## config.mk

```make
export PLATFORM = sky130hd
export DESIGN_NAME = t09_lcd_bus_receiver_flat
export DESIGN_NICKNAME = d
export VERILOG_FILES = /design/src/rtl/t09_lcd_bus_receiver_if.sv /design/src/rtl/t09_lcd_bus_receiver.sv /design/src/flat_wrapper.sv
export SDC_FILE = /design/constraint.sdc
export NUM_CORES = 1
export LEC_CHECK = 0
export CORE_MARGIN = 2
export CORE_UTILIZATION = 45
export CTS_CLUSTER_SIZE = 16
export DETAILED_ROUTE_END_ITERATION = 8
export PLACE_DENSITY = 0.71
export RECOVER_POWER = 50
export SETUP_SLACK_MARGIN = 0.05
export SLEW_MARGIN = 10
export SYNTH_ARGS = -nofsm -noshare
export SYNTH_HDL_FRONTEND = slang
export SYNTH_SLANG_ARGS = --single-unit
```

## constraint.sdc

```tcl
create_clock -name clk -period 2.41 [get_ports clk]
set_input_delay 0.241 -clock clk [delete_from_list [all_inputs] [get_ports clk]]
set_output_delay 0.241 -clock clk [all_outputs]
set_load 0.02 [all_outputs]
```

## src/rtl/t09_lcd_bus_receiver_if.sv

```systemverilog
// Bus bundle for the 8080-style LCD write receiver: strobe/data pins plus decoded event outputs.
// frame_count is only live when T09_LCDRX_FRAMECNT_EN is defined in the receiver build.
interface t09_lcd_bus_receiver_if #(
  parameter int X_W = 9,
  parameter int Y_W = 9
);
  // Handshake: no ready/backpressure. pix_valid, cmd_valid, frame_done and proto_err are
  // single-cycle pulses; pix_x/pix_y/pix_rgb/cmd_code are valid while the matching *_valid is
  // high and hold their value until the next event. The consumer must accept every pulse.
  logic           wr;
  logic           dcx;
  logic [7:0]     D;
  logic           pix_valid;
  logic [X_W-1:0] pix_x;
  logic [Y_W-1:0] pix_y;
  logic [15:0]    pix_rgb;
  logic           cmd_valid;
  logic [7:0]     cmd_code;
  logic           frame_done;
  logic           proto_err;
  logic [15:0]    frame_count;
  // Observation-only view of the FSM and the active window.
  logic [2:0]     dbg_state;
  logic [X_W-1:0] dbg_sc;
  logic [X_W-1:0] dbg_ec;
  logic [Y_W-1:0] dbg_sp;
  logic [Y_W-1:0] dbg_ep;

  modport master (
    output wr, dcx, D,
    input  pix_valid, pix_x, pix_y, pix_rgb, cmd_valid, cmd_code,
    input  frame_done, proto_err, frame_count,
    input  dbg_state, dbg_sc, dbg_ec, dbg_sp, dbg_ep
  );

  modport slave (
    input  wr, dcx, D,
    output pix_valid, pix_x, pix_y, pix_rgb, cmd_valid, cmd_code,
    output frame_done, proto_err, frame_count,
    output dbg_state, dbg_sc, dbg_ec, dbg_sp, dbg_ep
  );
endinterface

```

## src/rtl/t09_lcd_bus_receiver.sv

```systemverilog
// 8080-style LCD write-bus receiver: decodes CASET/PASET/RAMWR into windowed RGB565 pixel events.
// Define T09_LCDRX_FRAMECNT_EN to enable the 16-bit completed-frame counter on frame_count.
module t09_lcd_bus_receiver #(
  parameter int X_W = 9,
  parameter int Y_W = 9
) (
  input  logic                   clk,
  input  logic                   nrst,
  t09_lcd_bus_receiver_if.slave  bus
);

  typedef enum logic [2:0] {
    IDLE  = 3'd0,
    CASET = 3'd1,
    PASET = 3'd2,
    RAMWR = 3'd3,
    SKIP  = 3'd4
  } state_t;

  logic           wr_s1_q, wr_s2_q, wr_h_q;
  logic           wr_rise;
  logic           stb_q, dcx_q;
  logic [7:0]     byte_q;

  state_t         state_q, state_d;
  logic [1:0]     cnt_q, cnt_d;
  logic [23:0]    buf_q, buf_d;
  logic           hi_pend_q, hi_pend_d;
  logic [X_W-1:0] sc_q, sc_d, ec_q, ec_d, cx_q, cx_d;
  logic [Y_W-1:0] sp_q, sp_d, ep_q, ep_d, cy_q, cy_d;

  logic           pix_valid_q, pix_valid_d;
  logic [X_W-1:0] pix_x_q, pix_x_d;
  logic [Y_W-1:0] pix_y_q, pix_y_d;
  logic [15:0]    pix_rgb_q, pix_rgb_d;
  logic           cmd_valid_q, cmd_valid_d;
  logic [7:0]     cmd_code_q, cmd_code_d;
  logic           frame_done_q, frame_done_d;
  logic           proto_err_q, proto_err_d;

  logic [15:0]    start_w, end_w;
  logic [X_W-1:0] sx_new, ex_new;
  logic [Y_W-1:0] sy_new, ey_new;

  // Synchronizer idles high so a reset release with wr high never looks like an edge.
  always_ff @(posedge clk or negedge nrst) begin
    if (!nrst) begin
      wr_s1_q <= 1'b1;
      wr_s2_q <= 1'b1;
      wr_h_q  <= 1'b1;
    end else begin
      wr_s1_q <= bus.wr;
      wr_s2_q <= wr_s1_q;
      wr_h_q  <= wr_s2_q;
    end
  end

  assign wr_rise = wr_s2_q & ~wr_h_q;

  // D/dcx are held stable by the host around the strobe, so they are captured unsynchronized.
  always_ff @(posedge clk or negedge nrst) begin
    if (!nrst) begin
      stb_q  <= 1'b0;
      dcx_q  <= 1'b0;
      byte_q <= 8'h00;
    end else begin
      stb_q <= wr_rise;
      if (wr_rise) begin
        dcx_q  <= bus.dcx;
        byte_q <= bus.D;
      end
    end
  end

  // Bytes 1..3 of a CASET/PASET are shifted into buf_q; byte 4 is still in byte_q.
  assign start_w = buf_q[23:8];
  assign end_w   = {buf_q[7:0], byte_q};
  assign sx_new  = X_W'(start_w);
  assign ex_new  = X_W'(end_w);
  assign sy_new  = Y_W'(start_w);
  assign ey_new  = Y_W'(end_w);

  always_comb begin
    state_d      = state_q;
    cnt_d        = cnt_q;
    buf_d        = buf_q;
    hi_pend_d    = hi_pend_q;
    sc_d         = sc_q;
    ec_d         = ec_q;
    sp_d         = sp_q;
    ep_d         = ep_q;
    cx_d         = cx_q;
    cy_d         = cy_q;
    pix_valid_d  = 1'b0;
    pix_x_d      = pix_x_q;
    pix_y_d      = pix_y_q;
    pix_rgb_d    = pix_rgb_q;
    cmd_valid_d  = 1'b0;
    cmd_code_d   = cmd_code_q;
    frame_done_d = 1'b0;
    proto_err_d  = 1'b0;

    if (stb_q) begin
      if (!dcx_q) begin
        cmd_valid_d = 1'b1;
        cmd_code_d  = byte_q;
        if (((state_q == CASET) || (state_q == PASET)) && (cnt_q != 2'd0)) proto_err_d = 1'b1;
        if ((state_q == RAMWR) && hi_pend_q) proto_err_d = 1'b1;
        cnt_d     = 2'd0;
        hi_pend_d = 1'b0;
        case (byte_q)
          8'h2A: state_d = CASET;
          8'h2B: state_d = PASET;
          8'h2C: begin
            state_d = RAMWR;
            cx_d    = sc_q;
            cy_d    = sp_q;
          end
          8'h01: begin
            state_d = IDLE;
            sc_d    = '0;
            ec_d    = '1;
            sp_d    = '0;
            ep_d    = '1;
          end
          default: state_d = SKIP;
        endcase
      end else begin
        case (state_q)
          IDLE: proto_err_d = 1'b1;
          CASET, PASET: begin
            if (cnt_q != 2'd3) begin
              buf_d = {buf_q[15:0], byte_q};
              cnt_d = cnt_q + 2'd1;
            end else begin
              cnt_d   = 2'd0;
              state_d = SKIP;
              if (state_q == CASET) begin
                sc_d = sx_new;
                if (ex_new < sx_new) begin
                  ec_d        = sx_new;
                  proto_err_d = 1'b1;
                end else begin
                  ec_d = ex_new;
                end
              end else begin
                sp_d = sy_new;
                if (ey_new < sy_new) begin
                  ep_d        = sy_new;
                  proto_err_d = 1'b1;
                end else begin
                  ep_d = ey_new;
                end
              end
            end
          end
          RAMWR: begin
            if (!hi_pend_q) begin
              hi_pend_d = 1'b1;
              buf_d     = {buf_q[23:8], byte_q};
            end else begin
              hi_pend_d   = 1'b0;
              pix_valid_d = 1'b1;
              pix_x_d     = cx_q;
              pix_y_d     = cy_q;
              pix_rgb_d   = {buf_q[7:0], byte_q};
              if (cx_q == ec_q) begin
                cx_d = sc_q;
                if (cy_q == ep_q) begin
                  cy_d         = sp_q;
                  frame_done_d = 1'b1;
                end else begin
                  cy_d = cy_q + 1'b1;
                end
              end else begin
                cx_d = cx_q + 1'b1;
              end
            end
          end
          default: ;
        endcase
      end
    end
  end

  always_ff @(posedge clk or negedge nrst) begin
    if (!nrst) begin
      state_q      <= IDLE;
      cnt_q        <= 2'd0;
      buf_q        <= 24'h000000;
      hi_pend_q    <= 1'b0;
      sc_q         <= '0;
      ec_q         <= '1;
      sp_q         <= '0;
      ep_q         <= '1;
      cx_q         <= '0;
      cy_q         <= '0;
      pix_valid_q  <= 1'b0;
      pix_x_q      <= '0;
      pix_y_q      <= '0;
      pix_rgb_q    <= 16'h0000;
      cmd_valid_q  <= 1'b0;
      cmd_code_q   <= 8'h00;
      frame_done_q <= 1'b0;
      proto_err_q  <= 1'b0;
    end else begin
      state_q      <= state_d;
      cnt_q        <= cnt_d;
      buf_q        <= buf_d;
      hi_pend_q    <= hi_pend_d;
      sc_q         <= sc_d;
      ec_q         <= ec_d;
      sp_q         <= sp_d;
      ep_q         <= ep_d;
      cx_q         <= cx_d;
      cy_q         <= cy_d;
      pix_valid_q  <= pix_valid_d;
      pix_x_q      <= pix_x_d;
      pix_y_q      <= pix_y_d;
      pix_rgb_q    <= pix_rgb_d;
      cmd_valid_q  <= cmd_valid_d;
      cmd_code_q   <= cmd_code_d;
      frame_done_q <= frame_done_d;
      proto_err_q  <= proto_err_d;
    end
  end

`ifdef T09_LCDRX_FRAMECNT_EN
  logic [15:0] frame_cnt_q, frame_cnt_d;

  assign frame_cnt_d = frame_done_d ? frame_cnt_q + 16'd1 : frame_cnt_q;

  always_ff @(posedge clk or negedge nrst) begin
    if (!nrst) frame_cnt_q <= 16'h0000;
    else       frame_cnt_q <= frame_cnt_d;
  end

  assign bus.frame_count = frame_cnt_q;
`else
  assign bus.frame_count = 16'h0000;
`endif

  assign bus.pix_valid  = pix_valid_q;
  assign bus.pix_x      = pix_x_q;
  assign bus.pix_y      = pix_y_q;
  assign bus.pix_rgb    = pix_rgb_q;
  assign bus.cmd_valid  = cmd_valid_q;
  assign bus.cmd_code   = cmd_code_q;
  assign bus.frame_done = frame_done_q;
  assign bus.proto_err  = proto_err_q;
  assign bus.dbg_state  = state_q;
  assign bus.dbg_sc     = sc_q;
  assign bus.dbg_ec     = ec_q;
  assign bus.dbg_sp     = sp_q;
  assign bus.dbg_ep     = ep_q;

endmodule

```

## src/flat_wrapper.sv

```systemverilog
// flat-port wrapper written by rule: the top's interface ports become plain ports
module t09_lcd_bus_receiver_flat 
#(
  parameter int X_W = 9,
  parameter int Y_W = 9
)
  (clk, nrst, bus_wr, bus_dcx, bus_D, bus_pix_valid, bus_pix_x, bus_pix_y, bus_pix_rgb, bus_cmd_valid, bus_cmd_code, bus_frame_done, bus_proto_err, bus_frame_count, bus_dbg_state, bus_dbg_sc, bus_dbg_ec, bus_dbg_sp, bus_dbg_ep);
  t09_lcd_bus_receiver_if #(.X_W(X_W), .Y_W(Y_W)) bus_i ();
  input  logic clk;
  input  logic nrst;
  input wire logic [$bits(bus_i.wr)-1:0] bus_wr;
  input wire logic [$bits(bus_i.dcx)-1:0] bus_dcx;
  input wire logic [$bits(bus_i.D)-1:0] bus_D;
  output wire logic [$bits(bus_i.pix_valid)-1:0] bus_pix_valid;
  output wire logic [$bits(bus_i.pix_x)-1:0] bus_pix_x;
  output wire logic [$bits(bus_i.pix_y)-1:0] bus_pix_y;
  output wire logic [$bits(bus_i.pix_rgb)-1:0] bus_pix_rgb;
  output wire logic [$bits(bus_i.cmd_valid)-1:0] bus_cmd_valid;
  output wire logic [$bits(bus_i.cmd_code)-1:0] bus_cmd_code;
  output wire logic [$bits(bus_i.frame_done)-1:0] bus_frame_done;
  output wire logic [$bits(bus_i.proto_err)-1:0] bus_proto_err;
  output wire logic [$bits(bus_i.frame_count)-1:0] bus_frame_count;
  output wire logic [$bits(bus_i.dbg_state)-1:0] bus_dbg_state;
  output wire logic [$bits(bus_i.dbg_sc)-1:0] bus_dbg_sc;
  output wire logic [$bits(bus_i.dbg_ec)-1:0] bus_dbg_ec;
  output wire logic [$bits(bus_i.dbg_sp)-1:0] bus_dbg_sp;
  output wire logic [$bits(bus_i.dbg_ep)-1:0] bus_dbg_ep;
  assign bus_i.wr = bus_wr;
  assign bus_i.dcx = bus_dcx;
  assign bus_i.D = bus_D;
  assign bus_pix_valid = bus_i.pix_valid;
  assign bus_pix_x = bus_i.pix_x;
  assign bus_pix_y = bus_i.pix_y;
  assign bus_pix_rgb = bus_i.pix_rgb;
  assign bus_cmd_valid = bus_i.cmd_valid;
  assign bus_cmd_code = bus_i.cmd_code;
  assign bus_frame_done = bus_i.frame_done;
  assign bus_proto_err = bus_i.proto_err;
  assign bus_frame_count = bus_i.frame_count;
  assign bus_dbg_state = bus_i.dbg_state;
  assign bus_dbg_sc = bus_i.dbg_sc;
  assign bus_dbg_ec = bus_i.dbg_ec;
  assign bus_dbg_sp = bus_i.dbg_sp;
  assign bus_dbg_ep = bus_i.dbg_ep;
  t09_lcd_bus_receiver #(.X_W(X_W), .Y_W(Y_W)) u_core (.clk(clk), .nrst(nrst), .bus(bus_i));
endmodule
```

==> metrics.md, run 1 <==
| Metric | Value |
|---|---|
| Status | `finished, violations left` |
| Failing checks | `max-capacitance violations, max-slew violations` |
| Reg2reg start | `u_core.byte_q[4]` |
| Placer congestion estimate | `0.895` |
| CTS tree | `yes` |
| Post-Synthesis Cells | `639` |
| Bufs and invs on worst path | `1` |
| Die Y | `123 um` |
| Routed length per instance | `17.2 um` |
| P_int | `4730 uW` |
| Setup crit end | `u_core.cy_q[7]` |
| Slowest-stage cell, CP | `or4_4` |
| Final Hold Vio Count | `0` |
| Cell Area, Synth | `0.00633 mm2` |
| CTS clock-pin slew for the worst setup and hold paths | `0.06 ns` |
| Seq pwr share | `0.415` |
| DRT antenna net count | `0` |
| H-tree depth | `4` |
| Sequential fraction of the synthesis area | `0.542` |
| Startpoint Class | `register` |
| CTS sink cnt | `136` |
| Drc violations | `0` |
| Reg2reg setup slack | `0.16 ns` |
| Share of the synthesized area in the top cell type | `0.455` |
| Most frequent CP cell | `a21oi_1` |
| Period minus WS final | `2.25 ns` |
| RSZ-0062 raised after global routing | `true` |
| Setup Viol. Count Final | `0` |
| Worst R2R Path Depth | `7` |
| Width of the die | `123 um` |
| Layout Nets | `781` |
| Critical Path AT | `2.59 ns` |
| CTS buffer count | `17` |
| PwrDens | `786 mW/mm2` |
| Final Cycle Share | `0.933` |
| I/O pin total | `113` |
| Synth area leaders | `dfrtp_1 45%, nand2_1 8.9%, dfstp_2 8.7%` |
| FMAX | `0.445 GHz` |
| Largest net degree at the start of global routing | `75` |
| Clk_lat worst skew | `0.42 ns` |
| Leak | `0.00374 uW` |
| EDFF count, synth | `0` |
| Std-Cell Rows | `43` |
| Worst path depth | `7` |
| DR vias/cell | `5.32` |
| Worst Skew | `0.00829 ns` |
| Hold crit path type | `register to register` |
| Synth Warn # | `0` |
| Starting Density | `0.458` |
| Crit path launch | `u_core.byte_q[4]` |
| IR drop worst, VDD | `0.565 mV` |
| Overall Power | `6460 uW` |
| Yosys reg bits | `136` |
| Port Buffers | `96` |
| Setup TNS | `0 ns` |
| Clk buf depth | `2` |
| Logic pwr share | `0.171` |
| Layout cells sized above 1 | `0.175` |
| Share of synthesized registers carrying an async set or reset | `1.00` |
| Cell taking the most area after synthesis | `dfrtp_1` |
| Via Count | `5,056` |
| Worst setup EP type | `register` |
| Syn avg cell area | `9.90 um2` |
| Drt first-iter violations | `316` |
| Core Area | `0.0138 mm2` |
| Max cap viols | `1` |
| Antenna violations before repair | `0` |
| Synth cell types | `55` |
| Most common cell after layout, fill and taps aside | `nand2_1` |
| Critical Path RT | `2.75 ns` |
| Switching Fraction | `0.268` |
| Total track usage | `0.228` |
| Max-slew violation count | `75` |
| Ys flop type | `dfrtp_1` |
| Clk pwr share | `0.414` |
| Synth-to-Final Area Change | `29.9%` |
| Psw | `1730 uW` |
| Worst slew pin tran | `1.84 ns` |
| Clock Tree Root | `clkbuf_16` |
| Routed WL | `16,300 um` |
| Slew HR | `-0.230` |
| Crit-path cells | `or3_4, or4_4, o21ai_4, and2_4, buf_4, a21oi_1, a21oi_1` |
| Most frequent cells in the layout | `149 x nand2_1, 115 x dfrtp_1, 77 x clkdlybuf4s50_1` |
| Largest stage delay, worst path | `0.52 ns` |
| R2R Path End | `u_core.cy_q[7]` |
| First-pass DRT Iterations | `6` |
| Antenna diodes | `0` |
| Max FO, Critical Path | `7` |
| Dpl hpwl | `11,700 um` |
| Family with the most delay on the worst path | `simple AND/OR/NAND/NOR gates` |
| Vias in the first global route | `4,935` |
| Die Outline Area | `0.0150 mm2` |
| GRT overflow | `0` |
| First-pass GRT wire length | `25,900 um` |
| CP Class | `register to register` |
[metal layers]
layer	routed length, um	vias to the layer above	track usage	share of wire
met5	0	-	0	0
met4	296	0	0.0761	0.018
met3	1120	23	0.0604	0.069
met2	7900	195	0.373	0.48
met1	7020	2464	0.296	0.43
li1	-	2374	-	-
[synthesized netlist by cell type, types with 3 or more instances]
master,instances
nand2_1,150
dfrtp_1,115
o21ai_0,47
a21oi_1,38
mux2_2,33
nor2_1,33
dfstp_2,21
inv_1,20
buf_4,16
clkbuf_1,15
nand3_1,15
mux2i_1,13
ha_1,12
xnor2_1,10
buf_2,9
xor2_1,9
nor3_1,8
and3_1,5
nand4_1,5
nor2b_1,5
a31oi_1,4
nand2b_1,4
nor4_1,4
a21o_1,3
a2bb2oi_1,3
buf_1,3
nor3b_1,3
o21ai_1,3
o31ai_1,3
[power groups by stage]
stage               clock network [uW]  registers [uW]  logic [uW]
floorplan                            0            2810         486
global placement                     0            2710        1060
detailed placement                   0            2710        1080
CTS                               2710            2680        1090
global route                      2820            2700        1190
finish                            2670            2680        1110
[logic make-up (layout without fill, tap and decap cells)]
group	count (synthesis)	after routing	share of synthesized area
simple gates	243	243	0.168
flops	136	136	0.542
compound gates	116	116	0.108
buf+inv	66	182	0.0516
mux	46	46	0.0793
xor+xnor	19	19	0.0263
fa+ha+maj	12	12	0.0237
other cells	1	16	0.000593
[cell type report]
cell class	instances	area (um2)
Clock buffer	24	492
Clock inverter	8	118
Timing Repair Buffer	128	1190
Tap cell	180	225
Fill cell	1125	5610
Multi-Input combinational cell	452	2680
Sequential cell	136	3430
Inverter	22	82.6
[through the flow]
step | std cells | utilization | worst slack [ns] | hold slack [ns] | instance area (um2)
floorplan | 654 | - | 0.310 | -0.0546 | 6380
global placement | 913 | 0.546 | 0.145 | 0.295 | 7550
detailed placement | 913 | 0.546 | 0.0444 | 0.301 | 7550
CTS | 946 | 0.591 | 0.130 | 0.211 | 8170
global route | 950 | 0.594 | 0.00490 | 0.350 | 8220
finish | 950 | 0.594 | 0.162 | 0.358 | 8220
[worst min-delay path by stage]
stage,from,end,slack (ns),cells after the start
CTS,bus_wr,u_core.wr_s1_q,0.21,1
detailed placement,nrst,u_core.bus.pix_x[0],0.30,1
global route,bus_wr,u_core.wr_s1_q,0.35,1
floorplan,nrst,u_core.buf_q[0],-0.05,0
finish,u_core.wr_s1_q,u_core.wr_s2_q,0.36,0
global placement,nrst,u_core.bus.pix_x[0],0.29,1
[repair_timing]
item,CTS,global route
cloned,0,1
hold buffers,1,0
buffers inserted,0,3
hold endpoints to repair,54,0
endpoints found under the setup margin,9,20
pin swaps,0,1
gates resized for setup,1,14
[flip-flops by register name, summed over array words and instances, names as in the netlist, 8 cells and up]
signal,flops
u_core.bus.pix_y,9
u_core.bus.cmd_code,8
u_core.cx_q,9
u_core.bus.dbg_ec,9
u_core.cy_q,9
u_core.bus.pix_rgb,16
u_core.bus.dbg_ep,9
u_core.bus.dbg_sp,9
u_core.buf_q,17
u_core.bus.dbg_sc,9
u_core.bus.pix_x,9
u_core.byte_q,8
Note: power is estimated with default switching activity, not from simulation.
==> inputs of run 2 (changes only) <==
Settings changed: CELL_PAD_IN_SITES_DETAIL_PLACEMENT from default to 1, CELL_PAD_IN_SITES_GLOBAL_PLACEMENT from default to 2, CORE_UTILIZATION 45 to 35, PLACE_DENSITY 0.71 to 0.85.
Clock period 2.41 ns to 2.8 ns, I/O delays scaled along.
==> run 2 against run 1 <==
- the run still ends with max-capacitance violations, max-slew violations left
- wire length up 14%
- die area increased by 28%
- flip-flop and latch count unchanged
- non-clock buffer count is 15 lower
- critical path depth shrank 1
- worst setup slack gained 0.14 ns
- global-route usage is 2.8 points lower
- largest cell class unchanged
==> metrics.md, run 2 (same netlist as run 1, synthesis figures left out) <==
| Metric | Value |
|---|---|
| Synth-to-Final Area Change | `29.0%` |
| Layout cells sized above 1 | `0.143` |
| Met3 Resource Use GR | `0.0454` |
| Setup WS pre-CTS | `0.320 ns` |
| Hold Startpoint | `u_core.wr_s1_q` |
| First-pass GRT wire length | `30,200 um` |
| Routed length per instance | `18.9 um` |
| Startpoint Class | `register` |
| DR vias/cell | `5.11` |
| Failing checks | `max-capacitance violations, max-slew violations` |
| Worst Skew | `0.00984 ns` |
| Port Buffers | `96` |
| Setup TNS | `0 ns` |
| Gr busiest metal | `met2` |
| Starting Density | `0.355` |
| DRT antenna net count | `0` |
| Final std cells w/o fill | `984` |
| Slowest-stage cell, CP | `or3_1` |
| Die Outline Area | `0.0192 mm2` |
| GRT overflow | `0` |
| Max cap viols | `1` |
| CTS tree | `yes` |
| Vias in the first global route | `5,404` |
| Status | `finished, violations left` |
| Clk buf depth | `2` |
| H-tree depth | `4` |
| Max FO, Critical Path | `19` |
| Largest stage delay, worst path | `0.61 ns` |
| Most frequent CP cell | `a21oi_1` |
| Critical Path RT | `3.14 ns` |
| Dpl hpwl | `13,500 um` |
| Most frequent cells in the layout | `150 x nand2_1, 115 x dfrtp_1, 77 x clkdlybuf4s50_1` |
| Reg2reg start | `u_core.byte_q[6]` |
| Worst setup EP type | `register` |
| First-pass DRT Iterations | `5` |
| Placer congestion estimate | `0.807` |
| Reg2reg setup slack | `0.31 ns` |
| Crit path launch | `u_core.byte_q[6]` |
| PwrDens | `700 mW/mm2` |
| Via Count | `5,028` |
| Final Cycle Share | `0.891` |
| Final worst slack | `0.305 ns` |
| CP Class | `register to register` |
| # resized after CTS | `0` |
| Hold_buf cts | `1` |
| Total track usage | `0.201` |
| Antenna diodes | `0` |
| Std-Cell Rows | `49` |
| CTS buffer count | `17` |
| Max reg flops | `17` |
| FMAX | `0.401 GHz` |
| Antenna violations before repair | `0` |
| Layout Nets | `766` |
| Setup Viol. Count Final | `0` |
| Critical Path AT | `2.83 ns` |
| Slew HR | `-0.216` |
| Routed WL | `18,600 um` |
| R2R Path End | `u_core.bus.dbg_ep[0]` |
| Largest net degree at the start of global routing | `71` |
| Most common cell after layout, fill and taps aside | `nand2_1` |
| Top reg by flops | `u_core.buf_q` |
| RSZ-0062 raised after global routing | `false` |
| Width of the die | `138 um` |
| Clk_lat worst skew | `0.43 ns` |
| Hold crit path type | `register to register` |
| # Post-CTS Setup Buffers | `0` |
| CTS clock-pin slew for the worst setup and hold paths | `0.06 ns` |
| Die Y | `138 um` |
| Max-slew violation count | `70` |
| Clock Tree Root | `clkbuf_16` |
| Period minus WS final | `2.49 ns` |
| Met1 GRT Util | `0.254` |
| Met2 Track Usage GR | `0.350` |
| Drc violations | `0` |
| I/O pin total | `113` |
| Core Util, Final | `0.457` |
| Worst R2R Path Depth | `6` |
| Setup crit end | `u_core.bus.dbg_ep[0]` |
| DP Cell Count | `951` |
| Worst slew pin tran | `1.82 ns` |
| Core Area | `0.0178 mm2` |
| Drt first-iter violations | `245` |
| Leak | `0.00369 uW` |
| CTS sink cnt | `136` |
| IR drop worst, VDD | `0.533 mV` |
| Crit-path cells | `or3_4, nor3b_1, a21oi_1, or3_1, nor2_4, a21oi_1` |
| Fillers | `2,006` |
| Final Hold Vio Count | `0` |
run 2: worst min-delay path by stage:
stage / end / depth (start not counted) / slack [ns]
detailed placement: u_core.bus.pix_x[1] / 1 / 0.34
CTS: u_core.wr_s1_q / 1 / 0.26
global placement: u_core.bus.pix_x[8] / 1 / 0.33
floorplan: u_core.buf_q[0] / 0 / -0.02
global route: u_core.wr_s2_q / 0 / 0.36
finish: u_core.wr_s2_q / 0 / 0.36
run 2: layer usage:
layer | wire (um) | up-vias
met5 | 0 | -
met4 | 231 | 0
met3 | 735 | 18
met2 | 9680 | 114
met1 | 7970 | 2550
li1 | - | 2346
run 2: cell type report:
type | count | area [um2] | area share
clock inverter | 12 | 199 | 0.0244
tap | 229 | 287 | 0.0351
timing repair buffer | 113 | 1080 | 0.133
sequential | 136 | 3430 | 0.420
inverter | 22 | 82.6 | 0.0101
clock buffer | 20 | 447 | 0.0547
multi-input combinational | 452 | 2630 | 0.323
run 2: stage by stage:
step | hold slack [ns] | cell area (um2) | total power, uW
finish | 0.356 | 8160 | 5710
detailed placement | 0.344 | 7530 | 3280
global placement | 0.333 | 7530 | 3240
CTS | 0.258 | 8180 | 5770
global route | 0.363 | 8160 | 5940
floorplan | -0.0156 | 6380 | 2840
run 2: critical path: cells and delay by family, from the launching register on:
kind	cells	cell delay, ns
AO/OA/AOI/OAI	2	0.26
AND/OR/NAND/NOR	4	1.67
flip-flops	1	0.46
run 2: where the power goes:
part           internal [uW]  total (uW)  leakage [uW]  switching (uW)
clock                   1600        2480      0.000314             873
combinational            401         911       0.00159             509
sequential              2150        2330       0.00178             176
total                   4150        5710       0.00369            1560
